$ cat src/rtl/hazard_controller.sv
// =============================================================================
// Module      : hazard_controller
// Description : 5-stage pipeline hazard sequencer: EX/MEM/WB destination
//               scoreboard, fetch/decode stall + flush control, EX forwarding.
//               Optional feature macro: FORWARDING_EN.
// Revision    : 1.0
// =============================================================================
`default_nettype none

module hazard_controller #(
    parameter int REG_ADDR_W   = 3,
    parameter int FLUSH_CYCLES = 1,
    parameter int STALL_CNT_W  = 16
) (
    input  logic                   clk,
    input  logic                   reset,
    input  logic                   id_valid,
    input  logic [REG_ADDR_W-1:0]  id_rs1,
    input  logic [REG_ADDR_W-1:0]  id_rs2,
    input  logic                   id_use_rs1,
    input  logic                   id_use_rs2,
    input  logic [REG_ADDR_W-1:0]  id_rd,
    input  logic                   id_reg_write,
    input  logic                   id_is_load,
    input  logic                   ex_br_taken,
    output logic                   pc_stall,
    output logic                   ifid_stall,
    output logic                   id_flush,
    output logic                   ifid_flush,
    output logic [1:0]             fwd_a,
    output logic [1:0]             fwd_b,
    output logic [STALL_CNT_W-1:0] stall_cnt
);

    typedef struct packed {
        logic                  valid;
        logic [REG_ADDR_W-1:0] rd;
        logic                  reg_write;
        logic                  is_load;
        logic [REG_ADDR_W-1:0] rs1;
        logic [REG_ADDR_W-1:0] rs2;
        logic                  use1;
        logic                  use2;
    } slot_t;

    typedef enum logic [0:0] {
        S_RUN   = 1'b0,
        S_FLUSH = 1'b1
    } state_t;

    localparam logic [2:0] c_FLUSH_RELOAD = 3'(FLUSH_CYCLES - 1);

    slot_t                   r_ex;
    slot_t                   r_mem;
    slot_t                   r_wb;
    state_t                  r_state;
    state_t                  w_state_nxt;
    logic [2:0]              r_cnt;
    logic [2:0]              w_cnt_nxt;
    logic [STALL_CNT_W-1:0]  r_stall_cnt;
    logic                    w_flush;
    logic                    w_cond;
    logic                    w_stall;
    logic [1:0]              w_fwd_a;
    logic [1:0]              w_fwd_b;
    slot_t                   w_id_slot;

    function automatic logic f_match(input slot_t s, input logic [REG_ADDR_W-1:0] r);
        return s.valid & s.reg_write & (s.rd == r);
    endfunction

    function automatic logic f_hazard(input slot_t s);
        return (id_use_rs1 & f_match(s, id_rs1)) | (id_use_rs2 & f_match(s, id_rs2));
    endfunction

    // MEM result of a load is not yet available, so only WB may supply it
    function automatic logic [1:0] f_fwd(input logic use_r, input logic [REG_ADDR_W-1:0] rs);
        if (use_r & f_match(r_mem, rs) & ~r_mem.is_load)
            return 2'b01;
        else if (use_r & f_match(r_wb, rs))
            return 2'b10;
        else
            return 2'b00;
    endfunction

    always_comb begin
        w_id_slot.valid     = 1'b1;
        w_id_slot.rd        = id_rd;
        w_id_slot.reg_write = id_reg_write;
        w_id_slot.is_load   = id_is_load;
        w_id_slot.rs1       = id_rs1;
        w_id_slot.rs2       = id_rs2;
        w_id_slot.use1      = id_use_rs1;
        w_id_slot.use2      = id_use_rs2;
    end

    // Branch flush sequencer
    always_comb begin
        w_state_nxt = r_state;
        w_cnt_nxt   = r_cnt;
        w_flush     = 1'b0;
        case (r_state)
            S_RUN: begin
                if (ex_br_taken) begin
                    w_flush = 1'b1;
                    if (FLUSH_CYCLES > 1) begin
                        w_state_nxt = S_FLUSH;
                        w_cnt_nxt   = c_FLUSH_RELOAD;
                    end
                end
            end
            S_FLUSH: begin
                w_flush = 1'b1;
                if (ex_br_taken) begin
                    w_cnt_nxt = c_FLUSH_RELOAD;
                end else begin
                    w_cnt_nxt = r_cnt - 3'd1;
                    if (r_cnt == 3'd1)
                        w_state_nxt = S_RUN;
                end
            end
            default: begin
                w_state_nxt = S_RUN;
                w_cnt_nxt   = 3'd0;
            end
        endcase
    end

`ifdef FORWARDING_EN
    always_comb begin
        w_cond  = f_hazard(r_ex) & r_ex.is_load;
        w_fwd_a = f_fwd(r_ex.use1, r_ex.rs1);
        w_fwd_b = f_fwd(r_ex.use2, r_ex.rs2);
    end
`else
    // ID register reads cannot see a same-cycle WB write, so WB also blocks
    always_comb begin
        w_cond  = f_hazard(r_ex) | f_hazard(r_mem) | f_hazard(r_wb);
        w_fwd_a = 2'b00;
        w_fwd_b = 2'b00;
    end
`endif

    assign w_stall = id_valid & ~w_flush & w_cond;

    // Reset forces every control low in the same cycle it is asserted
    always_comb begin
        pc_stall   = w_stall & ~reset;
        ifid_stall = w_stall & ~reset;
        id_flush   = (w_stall | w_flush) & ~reset;
        ifid_flush = w_flush & ~reset;
        fwd_a      = reset ? 2'b00 : w_fwd_a;
        fwd_b      = reset ? 2'b00 : w_fwd_b;
        stall_cnt  = r_stall_cnt;
    end

    always_ff @(posedge clk or posedge reset) begin
        if (reset) begin
            r_ex        <= '0;
            r_mem       <= '0;
            r_wb        <= '0;
            r_state     <= S_RUN;
            r_cnt       <= 3'd0;
            r_stall_cnt <= '0;
        end else begin
            r_wb    <= r_mem;
            r_mem   <= r_ex;
            r_ex    <= (id_valid & ~w_stall & ~w_flush) ? w_id_slot : '0;
            r_state <= w_state_nxt;
            r_cnt   <= w_cnt_nxt;
            if (w_stall && (r_stall_cnt != '1))
                r_stall_cnt <= r_stall_cnt + 1'b1;
        end
    end

endmodule

`default_nettype wire

$ cat config.mk
export PLATFORM = sky130hd
export DESIGN_NAME = hazard_controller
export DESIGN_NICKNAME = d
export VERILOG_FILES = /design/src/rtl/hazard_controller.sv
export SDC_FILE = /design/constraint.sdc
export NUM_CORES = 1
export LEC_CHECK = 0
export BUFFER_PORTS_ARGS = -buffer_cell sky130_fd_sc_hd__buf_2
export CORE_UTILIZATION = 53
export DETAILED_ROUTE_END_ITERATION = 6
export GPL_TIMING_DRIVEN = 0
export PLACE_DENSITY = 0.77
export SLEW_MARGIN = 20
export SYNTH_ARGS = -nofsm -noshare
export SYNTH_HDL_FRONTEND = slang
export SYNTH_SLANG_ARGS = --single-unit
$ cat constraint.sdc
create_clock -name clk -period 3.5 [get_ports clk]
set_input_delay 1.05 -clock clk [delete_from_list [all_inputs] [get_ports clk]]
set_output_delay 1.05 -clock clk [all_outputs]
set_load 0.03 [all_outputs]
== Word level (Yosys, flattened, before mapping) ==
Index checks and enable logic that the tools add are counted.
Cells by class
  add/sub/neg operators: 2
  bitwise operators: 32
  multiplexer cells: 7
  equality and inequality tests: 8
  reductions and logical operators: 1
Operator list (count)
  $and A1 B1 Y1: 22
  $eq A3 B3 Y1: 6
  $add A16 B1 Y16 const B: 1
  $ne A16 B16 Y1 const B: 1
  $mux W14: 1
  $or A1 B1 Y1: 6
  $mux W1: 4
  $not A1 Y1: 4
  $eq A3 B1 Y1 const B: 1
  $mux W3: 1
  $sub A3 B1 Y3 const B: 1
  $pmux W1 S2: 1
  $logic_and A1 B1 Y1: 1
Word-level totals
  logic and storage cells: 62
  output and inout bits: 24
  register bits after elaboration: 35
  bits of input ports: 17

== Logic depth before layout (Yosys ltp) ==
  depth after elaboration: 11
  depth in mapped cells: 8
  depth with buffers taken out: 6

== Worst setup path before layout ==
No wires, ideal clock.
  kind: input to output
  start point: input port id_rs2[0]
  end point: output port pc_stall
  buffers on the path: 2
  stages on the path: 8
  data arrival time: 2.759 ns
  setup slack: -0.309 ns
  cells stage by stage: xnor2_1 -> nand4_1 -> a21oi_1 -> a311oi_4 -> buf_6 -> or2_2 -> nor2_1 -> buf_4
On the way
  word-level cells in the longest chain between the ends: 8
  elaborated cells between the ends (all ways): 16
  those cells by class: 3 x eq/ne; 13 x bitwise
RTL lines
  start: declaration: RTL line 19  | input logic [REG_ADDR_W-1:0] id_rs2,
  $eq A3 B3 Y1: RTL line 69  | return s.valid & s.reg_write & (s.rd == r);
  $and A1 B1 Y1: RTL line 69
  $and A1 B1 Y1: RTL line 73  | return (id_use_rs1 & f_match(s, id_rs1)) | (id_use_rs2 & f_match(s, id_rs2));
  $or A1 B1 Y1: RTL line 73
  $or A1 B1 Y1: RTL line 138  | w_cond = f_hazard(r_ex) | f_hazard(r_mem) | f_hazard(r_wb);
  $or A1 B1 Y1 (*): RTL line 138
  $and A1 B1 Y1 (*): RTL line 144  | assign w_stall = id_valid & ~w_flush & w_cond;
  $and A1 B1 Y1 (*)
  end: declaration: RTL line 26  | output logic pc_stall,
Mark *: on every way between the ends. The rest lies on a longest branch, timed or not.

== Worst setup path after layout ==
  start point: input port id_rs2[0]
  end point: output port pc_stall
On the way
  word-level cells in the longest chain between the ends: 8
  elaborated cells between the ends (all ways): 16
  those cells by class: 3 x eq/ne; 13 x bitwise
RTL lines
  $eq A3 B3 Y1: RTL line 69
  $and A1 B1 Y1: RTL line 69
  $and A1 B1 Y1: RTL line 73
  $or A1 B1 Y1: RTL line 73
  $or A1 B1 Y1: RTL line 138
  $or A1 B1 Y1 (*): RTL line 138
  $and A1 B1 Y1 (*): RTL line 144
  $and A1 B1 Y1 (*): RTL line 148  | pc_stall = w_stall & ~reset;
Marked as above.

==> metrics.md <==
| Metric | Value |
|---|---|
| Status | `completed` |
| Clock H-tree levels | `2` |
| Multi-input logic area | `880.8 sq um` |
| Synth Cell Area | `1724 sq um` |
| Leak | `approximately 1.1 nW` |
| Worst-Skew Late Latency | `0.34 ns` |
| Io pins | `between 40 and 50` |
| Bufs on Longest Clock Path | `2` |
| Final hold vios | `0` |
| Reg clk slew, reported paths | `roughly 0.12 ns` |
| MaxCap Viol Count | `0` |
| Initial antenna violation count | `0` |
| Post-route DRC | `0` |
| First-pass GRT wire length | `5602 um` |
| Ys async rst share | `1.000` |
| Comb power frac | `0.128` |
| Vias in the first global route | `1250` |
| Critical path's slowest cell | `or2_4` |
| Leading area contributor after synthesis | `dfrtp_1` |
| GR Util met3 | `0.05459` |
| Slew Viols, Final | `0` |
| Final Wtd Congestion | `0.8804` |
| Post-layout total power | `0.0007405 W` |
| Pre-antenna DRT Iters | `4` |
| Ys flop type | `dfrtp_1` |
| RR Startpoint | `r_ex[12]` |
| Final period util | `0.9639` |
| Core Rows | `20` |
| Slew margin rel. | `0.5353` |
| WP data required | `between 2 and 2.5 ns` |
| DR vias | `1283` |
| Crit path launch | `id_rs2[0]` |
| Util after Layout | `0.7073` |
| Synth area leaders | `dfrtp_1, xnor2_1, xor2_1` |
| Slowest cell delay on critical path | `about 0.27 ns` |
| Hold buffer count at CTS | `0` |
| Buffers on Ports | `35` |
| Peak Freq | `about 300 MHz` |
| Final number of setup-violating endpoints | `0` |
| Unrepaired setup endpoints after global routing | `no` |
| Slew @ Worst Pin | `0.6960 ns` |
| Crit-path cells | `buf_6 -> xnor2_2 -> nand4_1 -> a21oi_2 -> a311oi_4 -> or2_4 -> nor2_4 -> buf_6 -> buf_6` |
| Clock sinks | `35` |
| GRT busiest layer | `met2` |
| TritonCTS buffer count | `5` |
| Area of the core | `3078 sq um` |
| Critical path class | `in -> out` |
| Sw Share | `0.2777` |
| Initial drt markers | `35` |
| # diodes | `0` |
| Fillers | `between 200 and 250` |
| DIE HEIGHT | `just under 60 um` |
| Share of layout cells above drive strength 1 | `0.3700` |
| Startpoint types | `primary input` |
| Hold wc startpoint | `r_ex[13]` |
| WP data arrival | `2.32 ns` |
| Post-Layout Cell Count | `about 240` |
| Share of the synthesized area in the top cell type | `0.5080` |
| WP depth | `9` |
| Cell count of the worst reg-to-reg path | `8` |
| Routed WL | `3312 um` |
| Clock root buffer | `clkbuf_4` |
| Hold WS | `0.3779 ns` |
| Die area | `3485 sq um` |
| Die W | `approximately 59 um` |
| Placed wire-length estimate | `2300 um` |
| FF/Latch Area | `875.8 sq um` |
| Register area share after synthesis | `0.5080` |
| Syn Inst Count | `152` |
| GRT Util Overall | `0.2210` |
| Worst VDD drop | `between 0.2 and 0.3 mV` |
| Reg power frac | `0.578` |
| Layout Skew | `0.01717 ns` |
| Final Critical Period | `3.374 ns` |
| Flops & latches, synth | `35` |
| Drt wl/cell | `around 14 um` |
| Synth warn | `0` |
| Clock power frac | `0.294` |
| Post-synth EDFFs | `0` |
| Most frequent CP cell | `buf_6` |
| Crit Path Max Fanout | `3` |
| CTS tree | `built` |
| Routing usage on met1 | `0.2897` |
| Syn Area/Cell | `11.34 sq um` |
| Delay-heaviest family, CP | `simple AND/OR/NAND/NOR gates` |
| Met2 Use GR | `0.3474` |
| Syn-to-layout area delta | `26.27%` |
| Buf/Inv on CP | `3` |
| Count of cell types in the netlist | `32` |
| Post-route ant nets | `0` |
| Internal power | `0.0005349 W` |
| Via density | `5.258` |
| Grt total ovfl | `0` |
| Initial Util | `0.5602` |
| CP endpoint kind | `output pin` |
| Sw Pwr | `between 0.0002 and 0.00025 W` |
| Pin count of the biggest net entering global routing | `36` |
| Hold Path Cell Cnt | `0` |
| Inst Count DP | `234` |
| HP Class | `reg -> reg` |
| Final net count | `219` |
| P per Cell Area | `340.2 nW/um^2` |
per-layer routing:
layer	up-vias	part of all wire
met5	-	0
met4	0	0.020
met3	9	0.046
met2	41	0.48
met1	623	0.46
li1	610	-
worst register-to-register path, delay by kind of cell (launching register included):
family / cells / cell delay, ns
buffers and inverters: 2 / 0.31
xor gates and xnor gates: 1 / 0.15
muxes: 1 / 0.35
DFF: 1 / 0.47
AOI/OAI and AO/OA: 2 / 0.30
and+or+nand+nor: 2 / 0.49
Yosys cell counts (3+ instances only):
library cell,number
and2_1,4
buf_4,5
dfrtp_1,35
ha_1,3
inv_1,6
nand2_1,12
nand3_1,7
nand4_1,7
nor2_1,6
nor4_1,5
nor4_2,3
xnor2_1,19
xor2_1,13
cell families (layout without fill, tap and decap cells):
| logic type | after synthesis | in the layout | share of synthesized area |
|---|---|---|---|
| XOR/XNOR | 32 | 32 | 0.1626 |
| adder cells (fa/ha/maj) | 3 | 3 | 0.02177 |
| other | 1 | 4 | 0.002175 |
| AND/OR/NAND/NOR | 57 | 57 | 0.1894 |
| buffers and inverters | 12 | 57 | 0.04137 |
| multiplexers | 4 | 4 | 0.02540 |
| AO/OA/AOI/OAI | 8 | 8 | 0.04935 |
| flip-flops | 35 | 35 | 0.5080 |
final cells by class:
type	instances	area share
Tap cell	44	0.02529
Multi-Input combinational cell	108	0.4046
Inverter	6	0.01034
Sequential cell	35	0.4023
Timing Repair Buffer	38	0.1121
Clock inverter	3	0.009195
Clock buffer	5	0.01724
Buffer	5	0.01897
cell usage in the layout (no fill, tap or decap), types with 3 or more instances in the layout:
cell type	count
inv_1	5
xnor2_1	9
conb_1	4
xnor2_2	10
a21oi_2	3
buf_6	8
ha_1	3
xor2_1	13
nand3_1	7
dfrtp_1	35
and2_1	4
nor2_1	5
nor4_1	5
nor4_2	3
nand4_1	7
buf_2	27
clkbuf_4	5
nand2_1	12
buf_4	8
power groups by stage:
stage | logic (W) | clock network [W] | registers (W)
floorplan | 0.0000479 | 0 | 0.000440
finish | 0.0000951 | 0.000217 | 0.000428
global placement | 0.0000792 | 0 | 0.000433
global route | 0.000104 | 0.000243 | 0.000430
detailed placement | 0.0000817 | 0 | 0.000435
CTS | 0.0000945 | 0.000223 | 0.000428
flip-flops by register name, summed over array words and instances, names as in the netlist:
| name | flops |
|---|---|
| r_wb | 5 |
| stall_cnt | 16 |
| r_mem | 5 |
| r_state | 1 |
| r_cnt | 3 |
| r_ex | 5 |
final timing paths:
check	slack [ns]	end
min in group asynchronous	0.86	stall_cnt[15]
worst min-delay path	0.38	r_mem[13]
max in group asynchronous	2.18	stall_cnt[5]
worst max register to register	1.33	stall_cnt[12]
worst max-delay path	0.13	pc_stall
worst min register to register	0.38	r_mem[13]
metrics by stage:
step                      setup WS (ns)  area, sq um  setup TNS [ns]
final                            0.1263         2177               0
after global routing            0.03877         2177               0
after CTS                     0.0006743         2173               0
after detailed placement        -0.3057         1977         -0.7435
after global placement          -0.2693         1977         -0.6955
after floorplan                -0.03705         1747        -0.03705
what timing repair did:
action / 4_1_cts / 5_1_grt
setup buffers: 3 / 0
gates resized for setup: 26 / 2
endpoints found under the hold margin: 0 / 0
endpoints found under the setup margin: 3 / 3
pin swaps: 16 / 4
Power figures use the tool's default switching activity.
